`src/rtl/stopwatch_pkg.sv`:
```
// Shared types and constants for the stopwatch timekeeping core.
package stopwatch_pkg;

  // One BCD digit.
  typedef logic [3:0] bcd_t;

  // Largest legal tens-of-seconds digit and largest legal ones digit.
  localparam bcd_t SEC_TENS_MAX = 4'd5;
  localparam bcd_t ONES_MAX     = 4'd9;

  // Run/pause state encoding.
  typedef enum logic {
    ST_PAUSED = 1'b0,
    ST_RUN    = 1'b1
  } sw_state_e;

endpackage : stopwatch_pkg

```
`src/rtl/bcd_mod_counter.sv`:
```
// Two-digit BCD counter that counts 00..WRAP and wraps back to 00.
// Clear beats increment. carry flags an increment that wraps this cycle.
module bcd_mod_counter
  import stopwatch_pkg::*;
#(
  parameter int WRAP = 59
) (
  input  logic clk,
  input  logic rst,
  input  logic inc,
  input  logic clr,
  output bcd_t tens,
  output bcd_t ones,
  output logic carry
);

  localparam bcd_t WRAP_TENS = bcd_t'(WRAP / 10);
  localparam bcd_t WRAP_ONES = bcd_t'(WRAP % 10);

  bcd_t tens_q, tens_d;
  bcd_t ones_q, ones_d;
  logic at_wrap;

  // Next-digit computation: clear, wrap to 00, ones rollover, or plain increment.
  always_comb begin
    tens_d  = tens_q;
    ones_d  = ones_q;
    at_wrap = (tens_q == WRAP_TENS) && (ones_q == WRAP_ONES);
    carry   = inc && !clr && at_wrap;
    if (clr) begin
      tens_d = '0;
      ones_d = '0;
    end else if (inc) begin
      if (at_wrap) begin
        tens_d = '0;
        ones_d = '0;
      end else if (ones_q == ONES_MAX) begin
        ones_d = '0;
        tens_d = tens_q + 4'd1;
      end else begin
        ones_d = ones_q + 4'd1;
      end
    end
  end

  // Digit registers with synchronous active-low reset.
  always_ff @(posedge clk) begin
    if (!rst) begin
      tens_q <= '0;
      ones_q <= '0;
    end else begin
      tens_q <= tens_d;
      ones_q <= ones_d;
    end
  end

  assign tens = tens_q;
  assign ones = ones_q;

endmodule : bcd_mod_counter

```
`src/rtl/stopwatch_core.sv`:
```
// Stopwatch timekeeping core: run/pause FSM, count/adjust muxing of the
// seconds and minutes BCD counters, and the registered wrap pulse.
//
// Handshake note: there is no valid/ready traffic here. Every input event is
// a single-cycle enable sampled at a rising edge; its effect appears on the
// registered outputs one cycle later.
module stopwatch_core
  import stopwatch_pkg::*;
#(
  parameter int MIN_WRAP = 59
) (
  input  logic clk,
  input  logic rst,
  input  logic one_hz_tick,
  input  logic two_hz_tick,
  input  logic pause_p,
  input  logic clear_p,
  input  logic adj,
  input  logic sel,
  output bcd_t min_tens,
  output bcd_t min_ones,
  output bcd_t sec_tens,
  output bcd_t sec_ones,
  output logic running,
  output logic wrap_p
);

  localparam int SEC_WRAP = int'(SEC_TENS_MAX) * 10 + int'(ONES_MAX);

  sw_state_e state_q, state_d;
  logic      wrap_p_q, wrap_p_d;

  logic count_tick;
  logic adj_tick;
  logic sec_inc, min_inc;
  logic sec_carry, min_carry;

  // Mode muxing: the tick is judged against the current state, before any
  // pause toggle lands. Adjust mode advances one field with no carry.
  always_comb begin
    count_tick = !adj && (state_q == ST_RUN) && one_hz_tick;
    adj_tick   = adj && two_hz_tick;
    sec_inc    = count_tick || (adj_tick && sel);
    min_inc    = (count_tick && sec_carry) || (adj_tick && !sel);
    wrap_p_d   = count_tick && sec_carry && min_carry;
    state_d    = state_q;
    if (pause_p) begin
      state_d = (state_q == ST_RUN) ? ST_PAUSED : ST_RUN;
    end
  end

  // Run/pause FSM and the wrap pulse register.
  always_ff @(posedge clk) begin
    if (!rst) begin
      state_q  <= ST_PAUSED;
      wrap_p_q <= 1'b0;
    end else begin
      state_q  <= state_d;
      wrap_p_q <= wrap_p_d;
    end
  end

  bcd_mod_counter #(.WRAP(SEC_WRAP)) u_sec (
    .clk   (clk),
    .rst   (rst),
    .inc   (sec_inc),
    .clr   (clear_p),
    .tens  (sec_tens),
    .ones  (sec_ones),
    .carry (sec_carry)
  );

  bcd_mod_counter #(.WRAP(MIN_WRAP)) u_min (
    .clk   (clk),
    .rst   (rst),
    .inc   (min_inc),
    .clr   (clear_p),
    .tens  (min_tens),
    .ones  (min_ones),
    .carry (min_carry)
  );

  assign running = (state_q == ST_RUN);
  assign wrap_p  = wrap_p_q;

endmodule : stopwatch_core

```
`config.mk`:
```
export PLATFORM = sky130hd
export DESIGN_NAME = stopwatch_core
export DESIGN_NICKNAME = d
export VERILOG_FILES = /design/src/rtl/stopwatch_pkg.sv /design/src/rtl/bcd_mod_counter.sv /design/src/rtl/stopwatch_core.sv
export SDC_FILE = /design/constraint.sdc
export NUM_CORES = 1
export LEC_CHECK = 0
export ABC_CLOCK_PERIOD_IN_PS = 1900
export CELL_PAD_IN_SITES_DETAIL_PLACEMENT = 0
export CELL_PAD_IN_SITES_GLOBAL_PLACEMENT = 2
export CORE_MARGIN = 2
export CORE_UTILIZATION = 26
export CTS_BUF_LIST = sky130_fd_sc_hd__clkbuf_2
export CTS_CLUSTER_SIZE = 16
export DETAILED_ROUTE_END_ITERATION = 8
export PLACE_DENSITY_LB_ADDON = 0.1
export SLEW_MARGIN = 30
export SYNTH_ARGS = -nofsm -noshare
export SYNTH_HDL_FRONTEND = slang
export SYNTH_SLANG_ARGS = --single-unit
```
`constraint.sdc`:
```
create_clock -name clk -period 1.9 [get_ports clk]
set_input_delay 0.57 -clock clk [delete_from_list [all_inputs] [get_ports clk]]
set_output_delay 0.57 -clock clk [all_outputs]
set_load 0.02 [all_outputs]
```
Yosys cells after proc, flatten, opt, wreduce, memory -nomap -nowiden --
Cells that the tools add are included.
Storage, ports and cells: register bits after elaboration 18, input port bits 8, output and inout port bits 18, word-level logic and storage cells 47
Cells by class: add/subtract/negate cells 4, equal/unequal tests 4, mux-type cells 9, bitwise gates (word level) 1, reduce and logical (&&, ||, !) cells 23
Operators by type and width (count):
- $mux 4 | 8
- $add 4x1->4 const B | 4
- $logic_and 1x1->1 | 13
- $eq 4x3->1 const B | 2
- $eq 4x4->1 const B | 2
- $reduce_and 2->1 | 2
- $reduce_bool 2->1 | 2
- $logic_not 1->1 | 3
- $logic_or 1x1->1 | 2
- $reduce_or 2->1 | 1
- $mux 1 | 1
- $not 1->1 | 1

Depth between registers and ports, before layout --
depth in word-level cells 11, mapped depth 7, mapped depth without buffers 6

Modules after synthesis --
From an unflattened synthesis, not the netlist that was laid out.
Unflattened totals: cell total of the unflattened synthesis 110, area, all modules 991.0 sq um
By module, submodules not included:
- bcd_mod_counter | instances 2, cells each 49, area an instance 447.9 sq um
- stopwatch_core | instances 1, cells each 12, area an instance 95.1 sq um

Least setup slack after synthesis --
OpenSTA, ideal clock, no wires.
path type register to register, from reg u_sec.ones_q[0], in the netlist u_sec.ones[0], to reg u_min.tens_q[0], in the netlist u_min.tens[0], arrival time 1.885 ns, data required time 1.830 ns, path slack -0.055 ns, cell stages (with the launch flop) 7, path buffers 1, period minus slack after synthesis 1.955 ns, cells stage by stage dfxtp_1 ha_1 nand3b_4 o31a_1 buf_6 or4_1 a21oi_1
Between the ends: word-level cells in the longest chain between the ends 6
RTL lines:
- start, declared | line bcd_mod_counter.sv:21 | bcd_t ones_q, ones_d;
- start signal, assigned | line bcd_mod_counter.sv:53 | ones_q <= ones_d;
- $eq 4x4->1 | line bcd_mod_counter.sv:28 | at_wrap = (tens_q == WRAP_TENS) && (ones_q == WRAP_ONES);
- $logic_and 1x1->1 | line bcd_mod_counter.sv:28
- $logic_and 1x1->1 | line bcd_mod_counter.sv:29 | carry = inc && !clr && at_wrap;
- $logic_and 1x1->1 | line stopwatch_core.sv:44 | min_inc = (count_tick && sec_carry) || (adj_tick && !sel);
- $logic_or 1x1->1 | line stopwatch_core.sv:44
- $reduce_and 2->1 (no source line)
- end signal, assigned | line bcd_mod_counter.sv:52 | tens_q <= tens_d;
- end, declared | line bcd_mod_counter.sv:20 | bcd_t tens_q, tens_d;
No other way between the ends. A chain may end at the register's enable or synchronous reset.

Final worst setup path --
from in sel, to reg u_min.tens_q[1], in the netlist u_min.tens[1]
Between the ends: word-level cells in the longest chain between the ends 7, elaborated cells on any way between the ends 9
RTL lines:
- start, declared | line stopwatch_core.sv:19 | input logic sel,
- $logic_and 1x1->1 | line stopwatch_core.sv:43 | sec_inc = count_tick || (adj_tick && sel);
- $logic_or 1x1->1 | line stopwatch_core.sv:43
- $logic_and 1x1->1 (2 in series) | line bcd_mod_counter.sv:29
- $logic_and 1x1->1 | line stopwatch_core.sv:44
- $logic_or 1x1->1 (*) | line stopwatch_core.sv:44
- $reduce_and 2->1 (no source line) (*)
Mark *: on every way between the ends. The rest lies on a longest branch, timed or not.

==> impl_metrics.toml <==
[status]
status = "complete, no violations"

[worst_hold_path]
holdPathStages = 2
hold_class = "register to register"
min_from = "u_min.tens[3]"
min_to = "u_min.tens[3]"

[timing]
rsz0062_at_grt = "false"
fin_skew_ns = 0.00815
tightest_slew_ns = 0.288
fmax_mhz = 541
tns_ns = 0
period_share_pct = 97.3
slew_headroom_pct = 80.6
slew_violations = 0
hold_ws_ns = 0.528
finalSetupViolCount = 0
fin_crit_ns = 1.85
finalHoldViolations = 0

[cells_and_area]
drive_gt1_share_pct = 17.1
seq_area_um2 = 363
fillers = 429
layout.nets = 175
fin_util_pct = 38.9
final_area_um2 = 1440
multiInputGateArea_um2 = 622
syn2layout_area_growth_pct = 42.5
diodes = 0

[worst_setup_path]
cpPeakStageDelay_ns = 0.52
crit_chain = "clkdlybuf4s50_1 > nand3b_1 > o31a_1 > or4_1 > a21oi_1"
critPathKind = "input pin to register"
required_ns = 2.16
r2r_slack_ns = 0.12
crit_arrival_ns = 2.11
crit_fanout = 5
r2r_end = "u_min.tens[1]"
start_kind = "input pin"
reg2reg_depth = 5
end_kind = "register"
cpMaxStageDelayCell = "or4_1"
timing.rr.start = "u_sec.tens[0]"

[synth]
syn_inst = 113
synth_cell_types = 34
ys_seq_area_share_pct = 35.8
ys_ff_latch = 18
synth_fp_nets = 129
synth_area_um2 = 1010
ys_warn_count = 0
syn-mean-instance-area_um2 = 8.91

[power_and_ir_drop]
power_density_nw_per_um2 = 450
seqPwrFrac_pct = 60.2
power.leakage_uw = 0.000642
pwr-share-clk_pct = 27.6
power_uw = 646
worst_ir_drop_vdd_mv = 0.145
switching_power_uw = 176
internal_power_uw = 470
p_sw_share_pct = 27.2
pwr-share-comb_pct = 12.2

[place]
dpl_cell_area_um2 = 1420
gp_congestion = 0.708
place_hpwl_um = 2060
port_buffers = 25

[floorplan]
initial_utilization_pct = 27.3
coreArea_um2 = 3690
die-area_um2 = 4390
die_h_um = 66.2
rows = 22
num_io_pins = 26
die_w_um = 66.2

[clock_tree]
root_buffer = "clkbuf_2"
cts_made_buffers = 3
cts_tree = "done"
cts_max_path_buffers = 2
insertion_delay_ns = 0.31
cts.sinks = 18
clk_transition_reported_paths_ns = 0.19
postCtsHoldBufs = 0
h-tree-depth = 1

[grt]
antenna_found_initial = 0
grt_usage_pct = 13.1
grt_remaining_overflow = 0
grt_pass1_vias = 943
grt_start_max_net_pins = 11
grt_pass1_wl_um = 4410

[route]
ant_nets = 0
wl_per_cell_um = 13.2
drt_wl_total_um = 2720
drt_iter0_drc = 28
drt_pass1_iterations = 4
drc_errors = 0
viasPerCell = 4.74
via_count = 977

[job]
maxCapViolCount = 0
[power by group through the flow]
stage	clock network (uW)	logic [uW]	registers (uW)
after floorplan	0	29.4	401
after global placement	0	81.1	396
after detailed placement	0	82.3	396
after CTS	189	79.8	389
after global routing	200	85.6	390
final	178	78.9	389
[synthesized netlist by cell type]
cell,instances,area [um2]
inv_1,5,18.8
a21o_1,1,7.51
clkbuf_1,1,3.75
nor3_1,2,10.0
a21oi_1,12,60.1
nor2_1,10,37.5
buf_6,1,11.3
nand3b_4,1,20.0
o21ai_1,1,5.00
and3_1,1,6.26
xnor2_1,1,8.76
or4_1,4,30.0
nand4_1,1,6.26
mux2i_1,2,20.0
nor2b_1,1,6.26
o31ai_1,1,7.51
o31a_1,1,8.76
a211oi_1,3,22.5
nand2b_1,1,6.26
nand4bb_4,1,27.5
and3b_1,3,26.3
and3b_2,1,10.0
ha_1,8,100
nor4_1,1,6.26
nand3b_1,5,37.5
or3_1,2,12.5
or3_2,2,15.0
nand2_1,3,11.3
a31oi_1,1,6.26
dfxtp_1,18,360
o21ai_0,10,50.1
xor2_1,1,8.76
and2_1,3,18.8
nand3_1,4,20.0
[layout make-up]
cell class | instances | area share, %
clock buffer | 3 | 1.05
clock inverter | 1 | 0.262
inverter | 5 | 1.31
multi-input combinational | 89 | 43.3
sequential | 18 | 25.3
tap | 48 | 4.18
timing repair buffer | 42 | 24.6
[layer usage]
layer | share of wire, % | wire length, um | up-vias | global-route usage (%)
met5 | 0 | 0 | - | 0
met4 | 0.70 | 19 | 0 | 4.59
met3 | 2.6 | 71 | 2 | 2.04
met2 | 47 | 1280 | 12 | 21.9
met1 | 49 | 1340 | 459 | 17.1
li1 | - | - | 504 | -
[worst max path at each step]
stage | from | to | slack (ns) | cells after the start
floorplan | u_sec.tens[0] | u_min.tens[0] | 0.01 | 6
global placement | clear_p | u_min.tens[1] | -0.40 | 5
detailed placement | clear_p | u_min.tens[1] | -0.46 | 5
CTS | wrap_p | wrap_p | 0.06 | 1
global route | u_sec.tens[1] | u_min.tens[1] | 0.006 | 6
finish | sel | u_min.tens[1] | 0.05 | 5
[through the flow]
stage	cells	worst slack (ns)
floorplan	113	0.0117
global placement	200	-0.402
detailed placement	200	-0.457
CTS	206	0.0623
global route	206	0.00597
finish	206	0.0521
[logic make-up (layout without fill, tap and decap cells)]
| logic type | after synthesis | after routing | synth area share (%) |
|---|---|---|---|
| compound gates | 30 | 31 | 16.6 |
| xor+xnor | 2 | 2 | 1.74 |
| fa+ha+maj | 8 | 8 | 9.94 |
| buf+inv | 7 | 51 | 3.35 |
| flops | 18 | 18 | 35.8 |
| mux | 2 | 2 | 1.99 |
| simple gates | 46 | 46 | 30.6 |
[critical path, delay by kind of cell]
kind | cells | cell delay, ns
simple gates | 2 | 0.76
compound gates | 2 | 0.33
buf+inv | 1 | 0.44
[what timing repair did]
action,4_1_cts,5_1_grt
setup endpoints to repair,22,0
setup buffers,1,0
gates resized for setup,21,0
[registers in the layout (all words and copies together) (netlist names)]
name	cells
u_sec.tens	4
u_min.ones	4
u_sec.ones	4
running	1
u_min.tens	4
wrap_p	1
[cell usage in the layout (no fill, tap or decap), types with 2 or more instances in the layout]
master / count
a211oi_1: 3
a21oi_1: 12
and2_1: 3
and3b_1: 3
buf_4: 17
clkbuf_2: 3
clkdlybuf4s50_1: 5
dfxtp_1: 16
dfxtp_2: 2
dlygate4sd2_1: 20
ha_1: 8
inv_1: 5
mux2i_1: 2
nand2_1: 3
nand3_1: 4
nand3b_1: 5
nor2_1: 10
nor3_1: 2
o21ai_0: 10
o31a_1: 2
or3_1: 2
or3_2: 2
or4_1: 4
Note: power is estimated with default switching activity, not from simulation.
